## src/rtl/conv2d_line_buffer.sv

```systemverilog
// Streaming KxK window generator for raster-order pixels: K-1 line buffers
// feed a KxK shift-register window, with a one-deep stall on win_ack.
module conv2d_line_buffer #(
   parameter int DATA_W = 8,
   parameter int IMG_W  = 8,
   parameter int IMG_H  = 8,
   parameter int K      = 3
) (
   input  logic                       clk,
   input  logic                       rst,
   input  logic [DATA_W-1:0]          pix_in,
   input  logic                       pix_valid,
   output logic                       pix_ready,
   input  logic                       win_ack,
   output logic                       win_valid,
   output logic [K*K*DATA_W-1:0]      win_data,
   output logic                       frame_done,
   output logic                       state_dbg
);

   localparam int CW = (IMG_W > 1) ? $clog2(IMG_W) : 1;
   localparam int RW = (IMG_H > 1) ? $clog2(IMG_H) : 1;

   localparam logic [CW-1:0] COL_LAST = CW'(IMG_W - 1);
   localparam logic [CW-1:0] COL_WIN  = CW'(K - 1);
   localparam logic [RW-1:0] ROW_LAST = RW'(IMG_H - 1);
   localparam logic [RW-1:0] ROW_FILL = RW'(K - 2);

   typedef enum logic {FILL = 1'b0, RUN = 1'b1} state_t;

   state_t            state, state_nxt;
   logic              run;
   logic [CW-1:0]     col;
   logic [RW-1:0]     row;
   logic              accept;
   logic              last_pix;
   logic              row_end;

   logic [DATA_W-1:0] line_buf [K-1][IMG_W];
   logic [DATA_W-1:0] win      [K][K];

   // Handshake: a pixel moves on any edge where pix_valid && pix_ready.
   // pix_ready is high whenever the output window slot is empty or being
   // consumed this cycle, so a stalled window is never overwritten.
   assign pix_ready = !win_valid || win_ack;
   assign accept    = pix_valid && pix_ready;
   assign row_end   = (col == COL_LAST);
   assign last_pix  = row_end && (row == ROW_LAST);

   // ---------------- FSM: state register ----------------
   always_ff @(posedge clk or posedge rst) begin
      if (rst) begin
         state <= FILL;
      end else begin
         state <= state_nxt;
      end
   end

   // ---------------- FSM: next state ----------------
   always_comb begin
      state_nxt = state;
      case (state)
         FILL: if (accept && row_end && (row == ROW_FILL)) state_nxt = RUN;
         RUN:  if (accept && last_pix)                    state_nxt = FILL;
         default:                                         state_nxt = FILL;
      endcase
   end

   // ---------------- FSM: outputs ----------------
   always_comb begin
      run       = 1'b0;
      state_dbg = 1'b0;
      case (state)
         FILL: begin
            run       = 1'b0;
            state_dbg = 1'b0;
         end
         RUN: begin
            run       = 1'b1;
            state_dbg = 1'b1;
         end
         default: begin
            run       = 1'b0;
            state_dbg = 1'b0;
         end
      endcase
   end

   // ---------------- position counters ----------------
   always_ff @(posedge clk or posedge rst) begin
      if (rst) begin
         col <= '0;
         row <= '0;
      end else if (accept) begin
         if (row_end) begin
            col <= '0;
            row <= (row == ROW_LAST) ? '0 : row + RW'(1);
         end else begin
            col <= col + CW'(1);
         end
      end
   end

   // ---------------- line buffers ----------------
   // line_buf[0] holds the most recent completed row, line_buf[K-2] the oldest.
   always_ff @(posedge clk or posedge rst) begin
      if (rst) begin
         for (int i = 0; i < K-1; i++) begin
            for (int j = 0; j < IMG_W; j++) begin
               line_buf[i][j] <= '0;
            end
         end
      end else if (accept) begin
         line_buf[0][col] <= pix_in;
         for (int i = 1; i < K-1; i++) begin
            line_buf[i][col] <= line_buf[i-1][col];
         end
      end
   end

   // ---------------- KxK window ----------------
   // Row 0 is the oldest image row, column 0 the oldest image column.
   always_ff @(posedge clk or posedge rst) begin
      if (rst) begin
         for (int r = 0; r < K; r++) begin
            for (int c = 0; c < K; c++) begin
               win[r][c] <= '0;
            end
         end
      end else if (accept) begin
         for (int r = 0; r < K; r++) begin
            for (int c = 0; c < K-1; c++) begin
               win[r][c] <= win[r][c+1];
            end
         end
         for (int r = 0; r < K-1; r++) begin
            win[r][K-1] <= line_buf[K-2-r][col];
         end
         win[K-1][K-1] <= pix_in;
      end
   end

   // ---------------- output flags ----------------
   // A new pixel takes priority over a same-cycle ack; the flag then simply
   // reflects whether that pixel completes a window.
   always_ff @(posedge clk or posedge rst) begin
      if (rst) begin
         win_valid  <= 1'b0;
         frame_done <= 1'b0;
      end else begin
         frame_done <= accept && last_pix;
         if (accept) begin
            win_valid <= run && (col >= COL_WIN);
         end else if (win_ack) begin
            win_valid <= 1'b0;
         end
      end
   end

   // ---------------- flatten window ----------------
   always_comb begin
      win_data = '0;
      for (int r = 0; r < K; r++) begin
         for (int c = 0; c < K; c++) begin
            win_data[(r*K+c)*DATA_W +: DATA_W] = win[r][c];
         end
      end
   end

endmodule

```

## config.mk

```make
export PLATFORM = sky130hd
export DESIGN_NAME = conv2d_line_buffer
export DESIGN_NICKNAME = d
export VERILOG_FILES = /design/src/rtl/conv2d_line_buffer.sv
export SDC_FILE = /design/constraint.sdc
export NUM_CORES = 1
export LEC_CHECK = 0
export ABC_AREA = 0
export BUFFER_PORTS_ARGS = -buffer_cell sky130_fd_sc_hd__buf_2
export CAP_MARGIN = 20
export CELL_PAD_IN_SITES_DETAIL_PLACEMENT = 0
export CELL_PAD_IN_SITES_GLOBAL_PLACEMENT = 1
export CORE_AREA = 2 2 109 191
export DETAILED_ROUTE_END_ITERATION = 10
export DIE_AREA = 0 0 111 193
export PLACE_DENSITY = 0.85
export SYNTH_ARGS = -nofsm -noshare
export SYNTH_HDL_FRONTEND = slang
export SYNTH_SLANG_ARGS = --single-unit
```

## constraint.sdc

```tcl
create_clock -name clk -period 7.2 [get_ports clk]
set_input_delay 0.36 -clock clk [delete_from_list [all_inputs] [get_ports clk]]
set_output_delay 0.36 -clock clk [all_outputs]
set_load 0.03 [all_outputs]
```

==> flow_metrics.py, run 1 <==
metrics = {
    "timing": {
        "min_period_over_period_pct": 36.1,
        "slew_violations": 0,
        "hold_ws_ps": 47.8,
        "worstMarginPinSlew_ps": 1060,
        "finalHoldViolations": 0,
        "fin_tns_setup_ps": 0,
        "maxSlewHeadroom_pct": 29.4,
        "fmax_mhz": 385,
        "setup_viol_count_final": 0,
        "fin_crit_ps": 2600,
        "rsz0062_at_grt": "false",
        "final.setup_skew_ps": 17.2,
    },
    "power": {
        "p_leak_uw": 0.00488,
        "clkPwrFrac_pct": 20.8,
        "p_per_area_nw_per_um2": 500,
        "power.switching_uw": 1980,
        "power_frac_seq_pct": 39.6,
        "combPwrFrac_pct": 39.7,
        "peakVddDrop_uv": 295,
        "p_int_uw": 3070,
        "netSwitchingFraction_pct": 39.3,
    },
    "floorplanning": {
        "row_count": 69,
        "coreArea_um2": 19900,
        "pin_count": 88,
        "dieWidth_um": 111,
        "start_util_pct": 44.2,
        "die_h_um": 193,
        "dieArea_um2": 21400,
    },
    "global_routing": {
        "grt_pass1_wl_um": 32100,
        "first_global_vias": 6134,
        "grt_max_degree": 134,
        "antenna_found_initial": 0,
        "grt_usage_pct": 18.3,
        "grt_overflow_total": 0,
    },
    "placed_design": {
        "dp_cells": 1092,
        "io_buffer_count": 87,
        "gp_congestion": 0.777,
        "placedInstanceArea_um2": 9440,
        "hpwlAfterDp_um": 12100,
    },
    "worst_setup_path": {
        "path_max_fanout": 44,
        "r2r-start": "col[0]$_DFFE_PP0P_",
        "slowest_stage": "nand4_2",
        "cp.arrival_ps": 2960,
        "cp_cell_sequence": "buf_4 > inv_1 > nand4_2 > mux2_2",
        "rr_worst_depth": 4,
        "cp-endpoint": "line_buf[126]$_DFFE_PP0P_",
        "critPathRequiredTime_ps": 7560,
        "crit_type": "reg -> reg",
        "r2r_slack_ps": 4600,
        "startpoint_type": "register",
        "max_stage_delay_ps": 730,
        "crit_start": "col[0]$_DFFE_PP0P_",
        "end_kind": "register",
        "r2r_end": "line_buf[126]$_DFFE_PP0P_",
    },
    "clock_tree": {
        "ctsResizeCount": 0,
        "cts_max_path_buffers": 3,
        "clock_latency_ps": 490,
        "ctsRootBufferMaster": "clkbuf_16",
        "cts_tree": "yes",
        "clock-sinks": 209,
        "htree_levels": 1,
        "cts_buffers": 19,
        "post_cts_buffers": 0,
        "ctsHoldBuffers": 0,
        "path_clk_slew_ps": 70,
    },
    "synth": {
        "seq_area_frac_synth_pct": 59.3,
        "syn_area_um2": 8820,
        "synth_cell_types": 49,
        "synth_cells": 796,
        "synthFlopType": "dfrtp_1",
        "synth_edf_count": 0,
        "synth_seq_cells": 209,
        "synth-async-reset-ratio_pct": 100,
        "synth.net_count": 814,
        "syn_area_per_cell_um2": 11.1,
        "synth_warnings": 0,
    },
    "detailed_routing": {
        "drtPass1Iterations": 5,
        "wl_per_cell_um": 17.3,
        "vias": 6019,
        "avgViaCountPerCell": 5.34,
        "postRouteAntennaNets": 0,
        "drt-total-wl_um": 19500,
        "route.detailed.drc": 0,
        "drt_iter0_drc": 471,
    },
    "layout": {
        "drive_above_1_share_pct": 25.9,
        "syn_to_final_growth_pct": 14.6,
        "num-nets-final": 884,
        "utilization_pct": 50.7,
        "stdcell_area_um2": 10100,
        "antenna_cells": 0,
        "fin_cells": 1127,
    },
    "run": {
        "drv_cap": 0,
    },
    "outcome": {
        "outcome": "finished, final reports clean",
    },
    "worst_hold_path": {
        "hold_path_class": "in -> async",
    },
}
cell type report:
class,instances,area (µm²)
Fill cell,1791,9830
Sequential cell,209,5230
Multi-Input combinational cell,529,3330
Timing Repair Buffer,100,561
Clock buffer,27,546
Tap cell,248,310
Clock inverter,7,97.6
Inverter,7,33.8
worst min path at each step:
stage	endpoint	slack (ps)	cells past startpoint
after floorplan	line_buf[13]$_DFFE_PP0P_	440	2
after global placement	win_data[30]$_DFFE_PP0P_	450	2
after detailed placement	win_data[3]$_DFFE_PP0P_	460	2
after CTS	win_data[49]$_DFFE_PP0P_	120	2
after global routing	win_data[39]$_DFFE_PP0P_	110	2
final	win_data[39]$_DFFE_PP0P_	50	2
sequential cells by signal, summed over array words and instances, names as in the netlist:
register and cells:
frame_done 1, row 3, col 3, state 1, win_valid 1, line_buf 128, win_data 72
per-stage QoR:
stage	setup WS, ps	power (µW)
6_report	4600	5050
3_3_place_gp	4460	3980
5_1_grt	4440	5380
4_1_cts	4580	5100
2_1_floorplan	1130	3460
3_5_place_dp	4600	4040
power by group through the flow:
stage | Clock, µW | Sequential, µW | Combinational (µW)
2_1_floorplan | 0 | 2320 | 1140
3_3_place_gp | 0 | 2010 | 1970
3_5_place_dp | 0 | 2020 | 2010
4_1_cts | 1070 | 2000 | 2020
5_1_grt | 1120 | 2070 | 2180
6_report | 1050 | 2000 | 2000
cells in the mapped netlist (4+ instances only):
master	n	area share, %
nand2_1	240	10
dfrtp_1	209	59
mux2_2	75	9.6
o21ai_0	58	3.3
nor2_1	28	1.2
buf_2	25	1.4
a21oi_1	22	1.2
clkbuf_1	16	0.68
mux2i_1	15	1.7
mux4_2	13	3.3
a31oi_1	7	0.50
buf_1	7	0.30
a221oi_1	6	0.60
ha_1	6	0.85
inv_1	6	0.26
nand4_1	5	0.35
nor2b_1	4	0.28
worst max-delay path: cells and delay by family (launching register included):
kind	cells	cell delay, ps
muxes	1	520
and+or+nand+nor	1	730
buffers and inverters	2	830
DFF	1	370
cell families (layout without fill, tap and decap cells):
group | count (synthesis) | after routing | share of synthesized area [%]
AND/OR/NAND/NOR | 297 | 297 | 13.6
adder cells (fa/ha/maj) | 6 | 6 | 0.851
flip-flops | 209 | 209 | 59.3
AO/OA/AOI/OAI | 122 | 122 | 8.51
buffers and inverters | 58 | 141 | 2.95
multiplexers | 104 | 104 | 14.8
placed cells by master (no fill, tap or decap), types with 5 or more instances in the layout:
master and n:
nand2_1 239, o21ai_0 58, a31oi_1 7, nand4_1 5
clkbuf_16 19, dfrtp_1 209, a21oi_1 22, buf_2 87
nor2_1 28, mux2_2 75, ha_1 6, buf_4 11
a221oi_1 6, mux2i_1 15, mux4_2 13, inv_1 5
per-layer routing:
| metal | up-vias | share of wire (%) | global-route usage (%) |
|---|---|---|---|
| li1 | 2847 | - | - |
| met1 | 2991 | 41 | 23.2 |
| met2 | 151 | 51 | 32.9 |
| met3 | 30 | 4.8 | 2.09 |
| met4 | 0 | 2.3 | 5.91 |
| met5 | - | 0 | 0 |
Power figures use the tool's default switching activity.
==> run 2, diff against run 1 <==
==> constraint.sdc (replaced) <==
create_clock -name clk -period 2.7 [get_ports clk]
set_input_delay 0.135 -clock clk [delete_from_list [all_inputs] [get_ports clk]]
set_output_delay 0.135 -clock clk [all_outputs]
set_load 0.03 [all_outputs]
==> run 2 against run 1 <==
  * First-iteration DRC count rose by 6.8%
  * Worst setup slack got worse by 4300 ps
  * Design area rose by 3.2%
  * Cell count rose by 2.7%
  * Flip-flop and latch count did not move
  * Clock-buffer cell count rose by 1
  * Non-clock buffer count rose by 32
  * Global-route usage rose by 0.67 points
  * Combinational power rose to 2.7 times the previous value
  * Clock power rose to 2.6 times the previous value
  * Critical path type unchanged
  * Critical endpoint is now win_data[44]$_DFFE_PP0P_
==> flow_metrics.py, run 2 (same netlist as run 1, synthesis figures left out) <==
metrics = {
    "layout": {
        "utilization_pct": 52.3,
        "final_common_cell": "nand2_1",
        "drive_above_1_share_pct": 27.7,
        "syn_to_final_growth_pct": 18.3,
        "antenna_cells": 0,
        "largest-register": "line_buf",
        "num-nets-final": 915,
        "largest_register_ffs": 128,
        "final_cell_mix": "239 x nand2_1, 209 x dfrtp_1, 87 x buf_2",
        "register_area_um2": 5230,
        "fill_cells": 1729,
        "multi_input_area_um2": 3330,
    },
    "detailed_routing": {
        "wl_per_cell_um": 17.6,
        "avgViaCountPerCell": 5.28,
        "vias": 6114,
        "drt_iter0_drc": 503,
        "drtPass1Iterations": 4,
        "drt-total-wl_um": 20400,
        "postRouteAntennaNets": 0,
        "route.detailed.drc": 0,
    },
    "worst_setup_path": {
        "path_max_fanout": 21,
        "r2r_slack_ps": 310,
        "r2r-start": "col[2]$_DFFE_PP0P_",
        "cp.arrival_ps": 2760,
        "r2r_end": "win_data[44]$_DFFE_PP0P_",
        "critPathRequiredTime_ps": 3080,
        "end_kind": "register",
        "crit_type": "reg -> reg",
        "rr_worst_depth": 4,
        "startpoint_type": "register",
    },
    "timing": {
        "final.setup_skew_ps": 11.1,
        "rsz0062_at_grt": "false",
        "fmax_mhz": 419,
        "min_period_over_period_pct": 88.4,
        "finalHoldViolations": 0,
        "slew_violations": 0,
        "fin_crit_ps": 2390,
        "worst_slack_ps": 314,
        "setup_viol_count_final": 0,
        "worstMarginPinSlew_ps": 771,
        "maxSlewHeadroom_pct": 48.6,
    },
    "worst_hold_path": {
        "min_to": "win_data[64]$_DFFE_PP0P_",
        "holdPathStages": 3,
        "hold_start": "pix_in[0]",
        "hold_path_class": "in -> reg",
    },
    "placed_design": {
        "gp_congestion": 0.818,
        "io_buffer_count": 87,
        "hpwlAfterDp_um": 14000,
        "pre_cts_slack_ps": 379,
    },
    "power": {
        "peakVddDrop_uv": 832,
        "p_per_area_nw_per_um2": 1310,
        "p_leak_uw": 0.00506,
    },
    "outcome": {
        "outcome": "finished, final reports clean",
    },
    "clock_tree": {
        "ctsRootBufferMaster": "clkbuf_16",
        "path_clk_slew_ps": 70,
        "post_cts_buffers": 0,
        "cts_max_path_buffers": 3,
        "htree_levels": 1,
        "cts_buffers": 18,
        "clock_latency_ps": 480,
        "clock-sinks": 209,
        "cts_tree": "yes",
    },
    "global_routing": {
        "grt_usage_pct": 19.0,
        "grt_overflow_total": 0,
        "antenna_found_initial": 0,
        "grt_pass1_wl_um": 32700,
        "grt_max_degree": 59,
        "first_global_vias": 5994,
    },
    "run": {
        "drv_cap": 0,
    },
    "floorplanning": {
        "dieWidth_um": 111,
        "row_count": 69,
        "dieArea_um2": 21400,
        "start_util_pct": 44.2,
        "pin_count": 88,
        "die_h_um": 193,
        "coreArea_um2": 19900,
    },
}
==> run 2: cell types whose count changed in the layout (fill, tap and decap cells not counted) <==
| cell | previous run | this run |
|---|---|---|
| buf_12 | 0 | 8 |
| buf_16 | 1 | 0 |
| buf_4 | 11 | 30 |
| buf_8 | 1 | 0 |
| clkbuf_1 | 4 | 3 |
| clkbuf_8 | 4 | 6 |
| dlygate4sd3_1 | 0 | 7 |
| inv_6 | 2 | 0 |
| inv_8 | 1 | 0 |
==> run 2: worst max-delay path by stage <==
stage	slack, ps	from	end
detailed placement	380	col[2]$_DFFE_PP0P_	win_data[44]$_DFFE_PP0P_
floorplan	-150	rst	col[0]$_DFFE_PP0P_
global route	150	col[2]$_DFFE_PP0P_	win_data[44]$_DFFE_PP0P_
global placement	430	col[2]$_DFFE_PP0P_	line_buf[20]$_DFFE_PP0P_
CTS	300	col[2]$_DFFE_PP0P_	win_data[44]$_DFFE_PP0P_
finish	310	col[2]$_DFFE_PP0P_	win_data[44]$_DFFE_PP0P_
==> run 2: repair_timing <==
| action | CTS | global route |
|---|---|---|
| endpoints found under the hold margin | 29 | 0 |
| resized for setup | 0 | 0 |
| hold buffers | 7 | 0 |
==> run 2: area by class of cell <==
| type | count | area share, % |
|---|---|---|
| timing repair buffer | 132 | 8.54 |
| inverter | 7 | 0.288 |
| clock buffer | 28 | 5.46 |
| sequential | 209 | 50.1 |
| multi-input combinational | 529 | 31.9 |
| tap | 248 | 2.97 |
| clock inverter | 4 | 0.696 |
==> run 2: layer usage <==
| metal | global-route usage, % | vias up | part of all wire [%] |
|---|---|---|---|
| met4 | 6.54 | 0 | 2.9 |
| li1 | - | 2912 | - |
| met3 | 2.06 | 33 | 4.2 |
| met2 | 35.3 | 146 | 54 |
| met1 | 22.9 | 3023 | 39 |
| met5 | 0 | - | 0 |
==> run 2: critical path: stages (launching register included) <==
cell     delay, ps
dfrtp_1        850
nor2b_1        580
a22oi_1        180
o211a_1        390
o21ai_0        270
==> run 2: stage by stage <==
stage / power [µW] / TNS (ps) / cell area [µm²] / hold WS [ps] / cells
after floorplan: 9230 / -31190 / 8820 / 240 / 796
after global placement: 10800 / 0 / 9720 / 267 / 1118
after detailed placement: 11000 / 0 / 9720 / 272 / 1118
after CTS: 13800 / 0 / 10400 / 9.57 / 1157
after global routing: 14500 / 0 / 10400 / 27.4 / 1157
final: 13600 / 0 / 10400 / 22.1 / 1157
==> run 2: power by group <==
| group | switching, µW | internal, µW |
|---|---|---|
| Sequential | 941 | 4550 |
| Clock | 1110 | 1650 |
| Combinational | 3240 | 2160 |
| Total | 5290 | 8360 |
